<file path="config.mk">
export PLATFORM = sky130hd
export DESIGN_NAME = pp_row_accumulator_seq_flat
export DESIGN_NICKNAME = d
export VERILOG_FILES = /design/src/rtl/pp_row_accumulator_seq_if.sv /design/src/rtl/pp_row_accumulator_seq.sv /design/src/flat_wrapper.sv
export SDC_FILE = /design/constraint.sdc
export NUM_CORES = 1
export LEC_CHECK = 0
export ABC_AREA = 1
export ABC_CLOCK_PERIOD_IN_PS = 5690
export CORE_ASPECT_RATIO = 1.1
export CORE_MARGIN = 1.5
export CORE_UTILIZATION = 60
export DETAILED_ROUTE_END_ITERATION = 7
export PLACE_DENSITY = 0.87
export REMOVE_ABC_BUFFERS = 1
export SLEW_MARGIN = 30
export SYNTH_ARGS = -nofsm -noshare
export SYNTH_HDL_FRONTEND = slang
export SYNTH_SLANG_ARGS = --single-unit
</file>
<file path="constraint.sdc">
create_clock -name clk -period 5.69 [get_ports clk]
set_input_delay 1.4225 -clock clk [delete_from_list [all_inputs] [get_ports clk]]
set_output_delay 1.4225 -clock clk [all_outputs]
set_load 0.1 [all_outputs]
</file>
<file path="src/rtl/pp_row_accumulator_seq_if.sv">
// Handshake bundle for pp_row_accumulator_seq: matrix in, product out, plus busy status.
// The producer/consumer side uses the master modport; the accumulator uses slave.
interface pp_row_accumulator_seq_if #(
  parameter int unsigned N = 8
);
  logic             in_valid;
  logic             in_ready;
  logic [N*N-1:0]   pp_in;
  logic             out_valid;
  logic             out_ready;
  logic [2*N-1:0]   product;
  logic             busy;

  modport master (
    output in_valid,
    output pp_in,
    output out_ready,
    input  in_ready,
    input  out_valid,
    input  product,
    input  busy
  );

  modport slave (
    input  in_valid,
    input  pp_in,
    input  out_ready,
    output in_ready,
    output out_valid,
    output product,
    output busy
  );
endinterface

</file>
<file path="src/rtl/pp_row_accumulator_seq.sv">
// Multi-cycle partial-product row accumulator with optional column truncation.
// Optional feature: define PP_ROUND_COMP_EN to add 2^(TRUNC_COL-1) as truncation compensation.
module pp_row_accumulator_seq #(
  parameter int unsigned N            = 8,
  parameter int unsigned ROWS_PER_CYC = 2,
  parameter int unsigned TRUNC_COL    = 0
) (
  input logic                     clk,
  input logic                     rst_n,
  pp_row_accumulator_seq_if.slave bus
);

  localparam int unsigned     RowW    = $clog2(N + 1);
  localparam logic [RowW-1:0] LastRow = RowW'(N - ROWS_PER_CYC);
  localparam logic [RowW-1:0] RowStep = RowW'(ROWS_PER_CYC);

  localparam logic [1:0] IDLE = 2'd0;
  localparam logic [1:0] ACC  = 2'd1;
  localparam logic [1:0] DONE = 2'd2;

  function automatic logic [N*N-1:0] trunc_mask();
    logic [N*N-1:0] m;
    m = '0;
    for (int unsigned i = 0; i < N; i++) begin
      for (int unsigned j = 0; j < N; j++) begin
        m[i*N+j] = ((i + j) >= TRUNC_COL);
      end
    end
    return m;
  endfunction

  localparam logic [N*N-1:0] Mask = trunc_mask();

`ifdef PP_ROUND_COMP_EN
  // Single set bit at TRUNC_COL-1; all zero when nothing is truncated.
  function automatic logic [2*N-1:0] round_const();
    logic [2*N-1:0] c;
    c = '0;
    for (int unsigned b = 0; b < 2 * N; b++) begin
      c[b] = ((b + 1) == TRUNC_COL);
    end
    return c;
  endfunction

  localparam logic [2*N-1:0] RoundConst = round_const();
`endif

  logic [1:0]       state_q, state_d;
  logic [N*N-1:0]   mat_q, mat_d;
  logic [2*N-1:0]   acc_q, acc_d;
  logic [2*N-1:0]   prod_q, prod_d;
  logic [RowW-1:0]  row_q, row_d;
  logic [2*N-1:0]   row_sum;
  logic [2*N-1:0]   acc_sum;
  int unsigned      idx;

  // Rows row_q..row_q+ROWS_PER_CYC-1, each weighted by its row index.
  always_comb begin
    row_sum = '0;
    idx     = 0;
    for (int unsigned k = 0; k < ROWS_PER_CYC; k++) begin
      idx     = 32'(row_q) + k;
      row_sum = row_sum + ({{N{1'b0}}, mat_q[idx*N +: N]} << idx);
    end
    acc_sum = acc_q + row_sum;
  end

  always_comb begin
    state_d = state_q;
    mat_d   = mat_q;
    acc_d   = acc_q;
    row_d   = row_q;
    prod_d  = prod_q;
    case (state_q)
      IDLE: begin
        if (bus.in_valid) begin
          mat_d   = bus.pp_in & Mask;
          acc_d   = '0;
          row_d   = '0;
          state_d = ACC;
        end
      end
      ACC: begin
        acc_d = acc_sum;
        row_d = row_q + RowStep;
        if (row_q == LastRow) begin
`ifdef PP_ROUND_COMP_EN
          acc_d = acc_sum + RoundConst;
`else
          acc_d = acc_sum;
`endif
          prod_d  = acc_d;
          state_d = DONE;
        end
      end
      DONE: begin
        if (bus.out_ready) begin
          state_d = IDLE;
        end
      end
      default: state_d = IDLE;
    endcase
  end

  always_ff @(posedge clk or negedge rst_n) begin
    if (!rst_n) begin
      state_q <= IDLE;
      mat_q   <= '0;
      acc_q   <= '0;
      prod_q  <= '0;
      row_q   <= '0;
    end else begin
      state_q <= state_d;
      mat_q   <= mat_d;
      acc_q   <= acc_d;
      prod_q  <= prod_d;
      row_q   <= row_d;
    end
  end

  assign bus.in_ready  = (state_q == IDLE);
  assign bus.out_valid = (state_q == DONE);
  assign bus.busy      = (state_q == ACC) || (state_q == DONE);
  assign bus.product   = prod_q;

endmodule

</file>
<file path="src/flat_wrapper.sv">
// flat-port wrapper written by rule: the top's interface ports become plain ports
module pp_row_accumulator_seq_flat 
#(
  parameter int unsigned N            = 8,
  parameter int unsigned ROWS_PER_CYC = 2,
  parameter int unsigned TRUNC_COL    = 0
)
  (clk, rst_n, bus_in_valid, bus_pp_in, bus_out_ready, bus_in_ready, bus_out_valid, bus_product, bus_busy);
  pp_row_accumulator_seq_if #(.N(N)) bus_i ();
  input logic clk;
  input logic rst_n;
  input wire logic [$bits(bus_i.in_valid)-1:0] bus_in_valid;
  input wire logic [$bits(bus_i.pp_in)-1:0] bus_pp_in;
  input wire logic [$bits(bus_i.out_ready)-1:0] bus_out_ready;
  output wire logic [$bits(bus_i.in_ready)-1:0] bus_in_ready;
  output wire logic [$bits(bus_i.out_valid)-1:0] bus_out_valid;
  output wire logic [$bits(bus_i.product)-1:0] bus_product;
  output wire logic [$bits(bus_i.busy)-1:0] bus_busy;
  assign bus_i.in_valid = bus_in_valid;
  assign bus_i.pp_in = bus_pp_in;
  assign bus_i.out_ready = bus_out_ready;
  assign bus_in_ready = bus_i.in_ready;
  assign bus_out_valid = bus_i.out_valid;
  assign bus_product = bus_i.product;
  assign bus_busy = bus_i.busy;
  pp_row_accumulator_seq #(.N(N), .ROWS_PER_CYC(ROWS_PER_CYC), .TRUNC_COL(TRUNC_COL)) u_core (.clk(clk), .rst_n(rst_n), .bus(bus_i));
endmodule
</file>
==> results of run 1 <==
state kept, by name, indices dropped and copies added, names as in the netlist:
| signal | cells |
|---|---|
| u_core.state_q | 2 |
| u_core.mat_q | 64 |
| u_core.bus.product | 16 |
| u_core.acc_q | 16 |
| u_core.row_q | 3 |
cell type report:
type / count / area (um^2)
Tap cell: 120 / 150
Multi-Input combinational cell: 602 / 2980
Sequential cell: 101 / 2530
Clock buffer: 10 / 138
Fill cell: 770 / 2670
Clock inverter: 6 / 76.3
Inverter: 105 / 395
Timing Repair Buffer: 93 / 911
per-layer routing:
metal | wire length (um) | share of wire (%) | up-vias | global-route usage, %
li1 | - | - | 2750 | -
met5 | 0 | 0 | - | 0
met2 | 7740 | 50 | 199 | 54.2
met3 | 731 | 4.7 | 32 | 4.52
met4 | 428 | 2.8 | 0 | 13.5
met1 | 6620 | 43 | 2654 | 38.4
synthesized netlist by cell type:
master    number
nand3b_1       7
o21ai_0       39
buf_6          1
buf_2         13
clkbuf_1      11
clkinv_1       1
inv_2          3
nand2_1      363
nor2_4         1
conb_1         1
and2_1         2
a21oi_1       16
nand3_1       56
o22ai_1       11
ha_1          19
buf_4          8
fa_1          15
o21ai_1       18
xnor2_1        2
nor2_1        33
o21bai_1       1
dfrtp_1      101
inv_1        101
nor3_2         1
xor2_1         3
o211ai_1       5
nand2_2        1
buf_1          2
nand4_1        6
a21boi_1       1
a31oi_1        1
per-stage QoR:
| stage | worst slack [ns] | util, % | hold slack [ns] | instance area (um^2) | instances |
|---|---|---|---|---|---|
| after floorplan | 1.65 | - | 0.444 | 5900 | 808 |
| after global placement | 1.80 | 70.7 | 0.462 | 6960 | 1021 |
| after detailed placement | 1.81 | 70.7 | 0.464 | 6960 | 1021 |
| after CTS | 1.76 | 72.9 | 0.491 | 7170 | 1037 |
| after global routing | 1.36 | 72.9 | 0.509 | 7180 | 1037 |
| final | 1.71 | 72.9 | 0.486 | 7180 | 1037 |
worst min-delay path, delay by kind of cell (launching register included):
| kind | cells | cell delay (ns) |
|---|---|---|
| simple gates | 2 | 0.10 |
| flops | 1 | 0.36 |
cells by family (layout without fill, tap and decap cells):
kind of cell	after synthesis	after routing	synth area share [%]
AND/OR/NAND/NOR	470	470	31.2
buffers and inverters	140	214	9.52
AO/OA/AOI/OAI	92	92	8.11
other	1	1	0.0617
flip-flops	101	101	41.6
XOR/XNOR	5	5	0.720
adder cells (fa/ha/maj)	34	34	8.85
worst max path at each step:
stage                                        from                           end  slack, ns
floorplan           u_core.state_q[0]$_DFFE_PN0P_  u_core.mat_q[19]$_DFFE_PN0P_       1.65
global placement      u_core.row_q[1]$_DFFE_PN0P_  u_core.acc_q[11]$_DFFE_PN0P_       1.80
detailed placement    u_core.row_q[1]$_DFFE_PN0P_  u_core.acc_q[11]$_DFFE_PN0P_       1.81
CTS                   u_core.row_q[1]$_DFFE_PN0P_  u_core.acc_q[11]$_DFFE_PN0P_       1.76
global route          u_core.row_q[1]$_DFFE_PN0P_  u_core.acc_q[11]$_DFFE_PN0P_       1.36
finish                u_core.row_q[1]$_DFFE_PN0P_  u_core.acc_q[11]$_DFFE_PN0P_       1.71
==> metrics.md, run 1 <==
| Metric | Value |
|---|---|
| CTS clk-pin slew, worst paths | `0.11 ns` |
| Area Growth Syn to Fin | `18.0%` |
| Most common cell after layout, fill and taps aside | `nand2_1` |
| IO Pins | `between 80 and 90` |
| Starting density of the core | `around three fifths` |
| Relative slew margins | `roughly a third` |
| First DRT Iteration DRCs | `a little over 400` |
| Final hold vios | `0` |
| Hold Path Depth | `2` |
| CP endpoint kind | `register` |
| Routed len/inst | `around 15 um` |
| Nets | `approximately 1000` |
| Post-synthesis sequential area ratio | `41.6%` |
| Reg2reg setup slack | `1.71 ns` |
| Worst R2R Path Depth | `17` |
| Final wirelength | `between 15 and 20 mm` |
| First-pass GRT wire length | `around 26 mm` |
| Unrepaired setup endpoints after global routing | `false` |
| Final HPWL from detailed placement | `~12 mm` |
| Clock network latency to the later pin of the worst-skew pair | `approximately 0.38 ns` |
| CP arrival | `~4.2 ns` |
| Largest net degree at the start of global routing | `75` |
| # DRC | `0` |
| Via count | `between 5000 and 6000` |
| Root Buffer | `clkbuf_8` |
| Diode count | `0` |
| Post-Syn Area per Cell | `~7.2 um^2` |
| Clk_skew | `roughly 0.011 ns` |
| ANT nets after route | `0` |
| Final max-slew violation count | `0` |
| H-tree depth | `3` |
| Postcts setup bufs | `0` |
| Register bit count reported by yosys | `roughly 100` |
| Reg-to-reg startpoint | `u_core.row_q[1]$_DFFE_PN0P_` |
| CP peak stage delay | `around 0.52 ns` |
| Final setup vio count | `0` |
| Worst-path maximum fanout | `51` |
| # resized after CTS | `0` |
| Syn Inst Count | `between 800 and 900` |
| Critical path depth | `17` |
| Max Clk Rate | `between 200 and 300 MHz` |
| Hold_buf cts | `0` |
| Critical path cell sequence | `buf_4, inv_2, nor2_1, o21ai_1, nand2_1, o21ai_0, o21ai_1, fa_1, inv_1, ha_1, nand2_1, nor2_1, nand3_1, nand3_1, nand2_1, nand3_1, o21ai_0` |
| Worst hold path class | `reg -> reg` |
| I/O Buffers | `between 80 and 90` |
| Hold Path End | `u_core.bus.product[6]$_DFFE_PN0P_` |
| Initial antenna violation count | `0` |
| Cts bufs inserted | `9` |
| Fin crit period | `~4 ns` |
| Vias in the first global route | `between 5000 and 6000` |
| Share of cells above drive strength 1 | `between 3 and 4%` |
| Kind of critical path | `reg -> reg` |
| Number of core rows | `38` |
| First drt pass iteration count | `5` |
| Startpoint Class | `register` |
| Vias per cell | `5.43` |
| Area share of the largest cell type after synthesis | `approximately two fifths` |
| Top cells by area, synth | `dfrtp_1, nand2_1, inv_1, fa_1, nand3_1` |
| GRT Resource Usage Total | `a little under a third` |
| Sum of buffers and inverters on the critical path | `3` |
| Core Box Area | `9840 um^2` |
| Total grt overflow | `0` |
| Max-Cap Viols | `0` |
| Post-synth cell types | `31` |
| Die area | `about 11000 um^2` |
| R2R Path End | `u_core.acc_q[11]$_DFFE_PN0P_` |
| GP Congestion | `just over 0.9` |
| Leading area contributor after synthesis | `dfrtp_1` |
| Hold Path Origin | `u_core.bus.product[6]$_DFFE_PN0P_` |
| Synthesis Warnings | `0` |
| Cell at the slowest stage of the critical path | `fa_1` |
| Status | `completed` |
| Post-Syn Area | `6080 um^2` |
| WP data required | `between 5 and 6 ns` |
| Clk sinks | `roughly 100` |
| Die Y | `approximately 110 um` |
| Cell family with most CP delay | `simple AND/OR/NAND/NOR gates` |
| TritonCTS clock tree | `yes` |
| Crit share post-route | `70.0%` |
| Die width | `slightly below 100 um` |
| Worst-Margin Slew | `approximately 1.0 ns` |
| Most frequent cells in the layout | `nand2_1, dfrtp_1, inv_1` |
| Final setup TNS | `0 ns` |
| Clock tree buffer depth | `2` |
Power of run 1 is not shown: default switching activity piles up to over one toggle a cycle in this logic, so the estimate is an artifact.
==> run 2, diff against run 1 <==
--- a/config.mk
+++ b/config.mk
@@ -6,12 +6,12 @@
 export NUM_CORES = 1
 export LEC_CHECK = 0
 export ABC_AREA = 1
-export ABC_CLOCK_PERIOD_IN_PS = 5690
+export ABC_CLOCK_PERIOD_IN_PS = 4100
 export CORE_ASPECT_RATIO = 1.1
 export CORE_MARGIN = 1.5
-export CORE_UTILIZATION = 60
+export CORE_UTILIZATION = 55
 export DETAILED_ROUTE_END_ITERATION = 7
-export PLACE_DENSITY = 0.87
+export PLACE_DENSITY = 0.8
 export REMOVE_ABC_BUFFERS = 1
 export SLEW_MARGIN = 30
 export SYNTH_ARGS = -nofsm -noshare
==> constraint.sdc (replaced) <==
create_clock -name clk -period 4.1 [get_ports clk]
set_input_delay 1.025 -clock clk [delete_from_list [all_inputs] [get_ports clk]]
set_output_delay 1.025 -clock clk [all_outputs]
set_load 0.1 [all_outputs]
==> run 2 against run 1 <==
Effect of this change:
- non-clock buffer count grew 5
- count of clock-buffer cells in the layout is the same
- register-to-register slack got worse by 1.4 ns
- sequential share of layout area down 0.70 points
- final cell count is 3.1% higher
- flip-flop and latch count stayed put
- die area is 8.8% higher
- final area grew 2.0%
- global-route usage down 3.7 points
- fmax rose by 5.4%
- core utilization fell by 5.5 points
==> metrics.md, run 2 (same netlist as run 1, synthesis figures left out) <==
| Metric | Value |
|---|---|
| GP Congestion | `0.934 (was 0.911)` |
| CP arrival | `4.02 ns (was 4.24 ns)` |
| Hold slack final | `0.477 ns (was 0.486 ns)` |
| Number of core rows | `40 (was 38)` |
| Status | `completed (unchanged)` |
| Core Box Area | `10900 um^2 (was 9840 um^2)` |
| CP peak stage delay | `0.59 ns (was 0.52 ns)` |
| Worst Setup SP | `u_core.row_q[1]$_DFFE_PN0P_ (unchanged)` |
| Util after Layout | `67.4% (was 72.9%)` |
| H-tree depth | `3 (unchanged)` |
| Unrepaired setup endpoints after global routing | `false (unchanged)` |
| Max Clk Rate | `265 MHz (was 251 MHz)` |
| Clock network latency to the later pin of the worst-skew pair | `0.35 ns (was 0.38 ns)` |
| Final wirelength | `14.4 mm (was 15.5 mm)` |
| Fill cells | `955 (was 770)` |
| Routed len/inst | `13.4 um (was 15.0 um)` |
| CP endpoint kind | `register (unchanged)` |
| I/O Buffers | `86 (unchanged)` |
| IO Pins | `87 (unchanged)` |
| Kind of critical path | `reg -> reg (unchanged)` |
| Root Buffer | `clkbuf_16 (was clkbuf_8)` |
| Clk_skew | `0.00512 ns (was 0.0110 ns)` |
| Die width | `103 um (was 99.0 um)` |
| WP data required | `4.34 ns (was 5.95 ns)` |
| Final hold vios | `0 (unchanged)` |
| GRT Resource Usage Total | `27.3% (was 31.0%)` |
| Area Growth Syn to Fin | `20.4% (was 18.0%)` |
| Nets | `1019 (was 1014)` |
| # resized after CTS | `0 (unchanged)` |
| Most frequent cells in the layout | `nand2_1, dfrtp_1, inv_1 (unchanged)` |
| Max FFs per register | `64 (unchanged)` |
| Vias per cell | `5.08 (was 5.43)` |
| Starting density of the core | `56.0% (was 61.8%)` |
| Largest net degree at the start of global routing | `75 (unchanged)` |
| Worst-path maximum fanout | `29 (was 51)` |
| Final setup vio count | `0 (unchanged)` |
| Vias in the first global route | `5374 (was 5628)` |
| Reg-to-reg startpoint | `u_core.row_q[1]$_DFFE_PN0P_ (unchanged)` |
| Critical path endpoint | `u_core.bus.product[14]$_DFFE_PN0P_ (was u_core.acc_q[11]$_DFFE_PN0P_)` |
| Clk sinks | `101 (unchanged)` |
| Critical path cell sequence | `inv_2, nor2_1, o22ai_1, nand2_1, nand2_1, nand2_1, fa_1, inv_1, ha_1, nand2_1, nor2_1, and2_1, nand2_1, nand2_1, nand2_1, nand3_1, nand2_1 (was buf_4, inv_2, nor2_1, o21ai_1, nand2_1, o21ai_0, o21ai_1, fa_1, inv_1, ha_1, nand2_1, nor2_1, nand3_1, nand3_1, nand2_1, nand3_1, o21ai_0)` |
| Share of cells above drive strength 1 | `4.45% (was 3.49%)` |
| Hold_buf cts | `0 (unchanged)` |
| Startpoint Class | `register (unchanged)` |
| Worst-Margin Slew | `0.981 ns (was 0.995 ns)` |
| Final setup TNS | `0 ns (unchanged)` |
| Worst hold path class | `reg -> reg (unchanged)` |
| Cell at the slowest stage of the critical path | `dfrtp_1 (was fa_1)` |
| Worst R2R Path Depth | `17 (unchanged)` |
| TritonCTS clock tree | `yes (unchanged)` |
| Initial antenna violation count | `0 (unchanged)` |
| Critical path depth | `17 (unchanged)` |
| Diode count | `0 (unchanged)` |
| Relative slew margins | `34.4% (was 33.5%)` |
| Postcts setup bufs | `0 (unchanged)` |
| Reg2reg setup slack | `0.32 ns (was 1.71 ns)` |
| Final HPWL from detailed placement | `10.7 mm (was 11.7 mm)` |
| Most common cell after layout, fill and taps aside | `nand2_1 (unchanged)` |
| Total grt overflow | `0 (unchanged)` |
| CTS clk-pin slew, worst paths | `0.07 ns (was 0.11 ns)` |
| First DRT Iteration DRCs | `250 (was 409)` |
| Via count | `5433 (was 5635)` |
| Cts bufs inserted | `9 (unchanged)` |
| First drt pass iteration count | `5 (unchanged)` |
| Hold Path Origin | `u_core.bus.product[10]$_DFFE_PN0P_ (was u_core.bus.product[6]$_DFFE_PN0P_)` |
| Sum of buffers and inverters on the critical path | `2 (was 3)` |
| ANT nets after route | `0 (unchanged)` |
| Die Y | `113 um (was 109 um)` |
| Largest Register | `u_core.mat_q (unchanged)` |
| Fin crit period | `3.78 ns (was 3.98 ns)` |
| Top cell by count, worst path | `nand2_1` |
| Cell family with most CP delay | `simple AND/OR/NAND/NOR gates (unchanged)` |
| Crit share post-route | `92.1% (was 70.0%)` |
| Clock tree buffer depth | `2 (unchanged)` |
| Die area | `11700 um^2 (was 10800 um^2)` |
| Max-Cap Viols | `0 (unchanged)` |
| R2R Path End | `u_core.bus.product[14]$_DFFE_PN0P_ (was u_core.acc_q[11]$_DFFE_PN0P_)` |
| # DRC | `0 (unchanged)` |
| Final max-slew violation count | `0 (unchanged)` |
| First-pass GRT wire length | `24.8 mm (was 25.9 mm)` |
==> run 2: changes by cell type in the layout (fill, tap and decap cells not counted) <==
cell	change
buf_4	+8
bufinv_16	-1
clkbuf_16	+9
clkbuf_8	-9
clkdlybuf4s50_1	-3
clkinv_4	+1
clkinvlp_4	+1
inv_6	-1
o21ai_1	-1
o21ai_2	+1
==> run 2: metal layers <==
metal,track usage (%),vias to the layer above,share of wire (%)
met4,13.1,0,3.3
li1,-,2768,-
met3,2.96,34,4.4
met5,0,-,0
met2,44.3,149,47
met1,36.3,2482,45
==> run 2: tightest hold or removal path, stage by stage (launching register included) <==
cell and delay, ns:
dfrtp_1 0.34, nand2_1 0.05, nand2_1 0.05
==> run 2: worst min path at each step <==
stage                                         endpoint  cells after the start  slack [ns]
floorplan                 u_core.mat_q[10]$_DFFE_PN0P_                      2        0.44
global placement          u_core.mat_q[28]$_DFFE_PN0P_                      2        0.46
detailed placement        u_core.mat_q[43]$_DFFE_PN0P_                      2        0.46
CTS                       u_core.mat_q[43]$_DFFE_PN0P_                      2        0.48
global route        u_core.bus.product[10]$_DFFE_PN0P_                      2        0.50
finish              u_core.bus.product[10]$_DFFE_PN0P_                      2        0.48
==> run 2: final cells by class <==
cell class | instances | area (um^2) | area share, %
flip-flops and latches | 101 | 2530 | 34.5
clock inverters | 6 | 53.8 | 0.735
inverters | 105 | 395 | 5.40
repair buffers | 98 | 941 | 12.9
multi-input cells | 602 | 2980 | 40.7
clock buffers | 10 | 239 | 3.26
well taps | 147 | 184 | 2.51
==> run 2: through the flow <==
stage / cell area, um^2 / instances / setup slack [ns]
6_report: 7320 / 1069 / 0.324
2_1_floorplan: 5900 / 808 / 0.0622
3_5_place_dp: 7030 / 1053 / 0.433
5_1_grt: 7320 / 1069 / 0.00531
4_1_cts: 7320 / 1069 / 0.416
3_3_place_gp: 7020 / 1053 / 0.525
Power of run 2 is left out for the same reason.
==> run 3, diff against run 2 <==
--- a/config.mk
+++ b/config.mk
@@ -10,6 +10,7 @@
 export CORE_ASPECT_RATIO = 1.1
 export CORE_MARGIN = 1.5
 export CORE_UTILIZATION = 55
+export CTS_CLUSTER_DIAMETER = 100
 export DETAILED_ROUTE_END_ITERATION = 7
 export PLACE_DENSITY = 0.8
 export REMOVE_ABC_BUFFERS = 1
==> results of run 3 <==
No change in the layout: final DEF, timing and power equal those of run 2.
Power of run 3 is left out for the same reason.
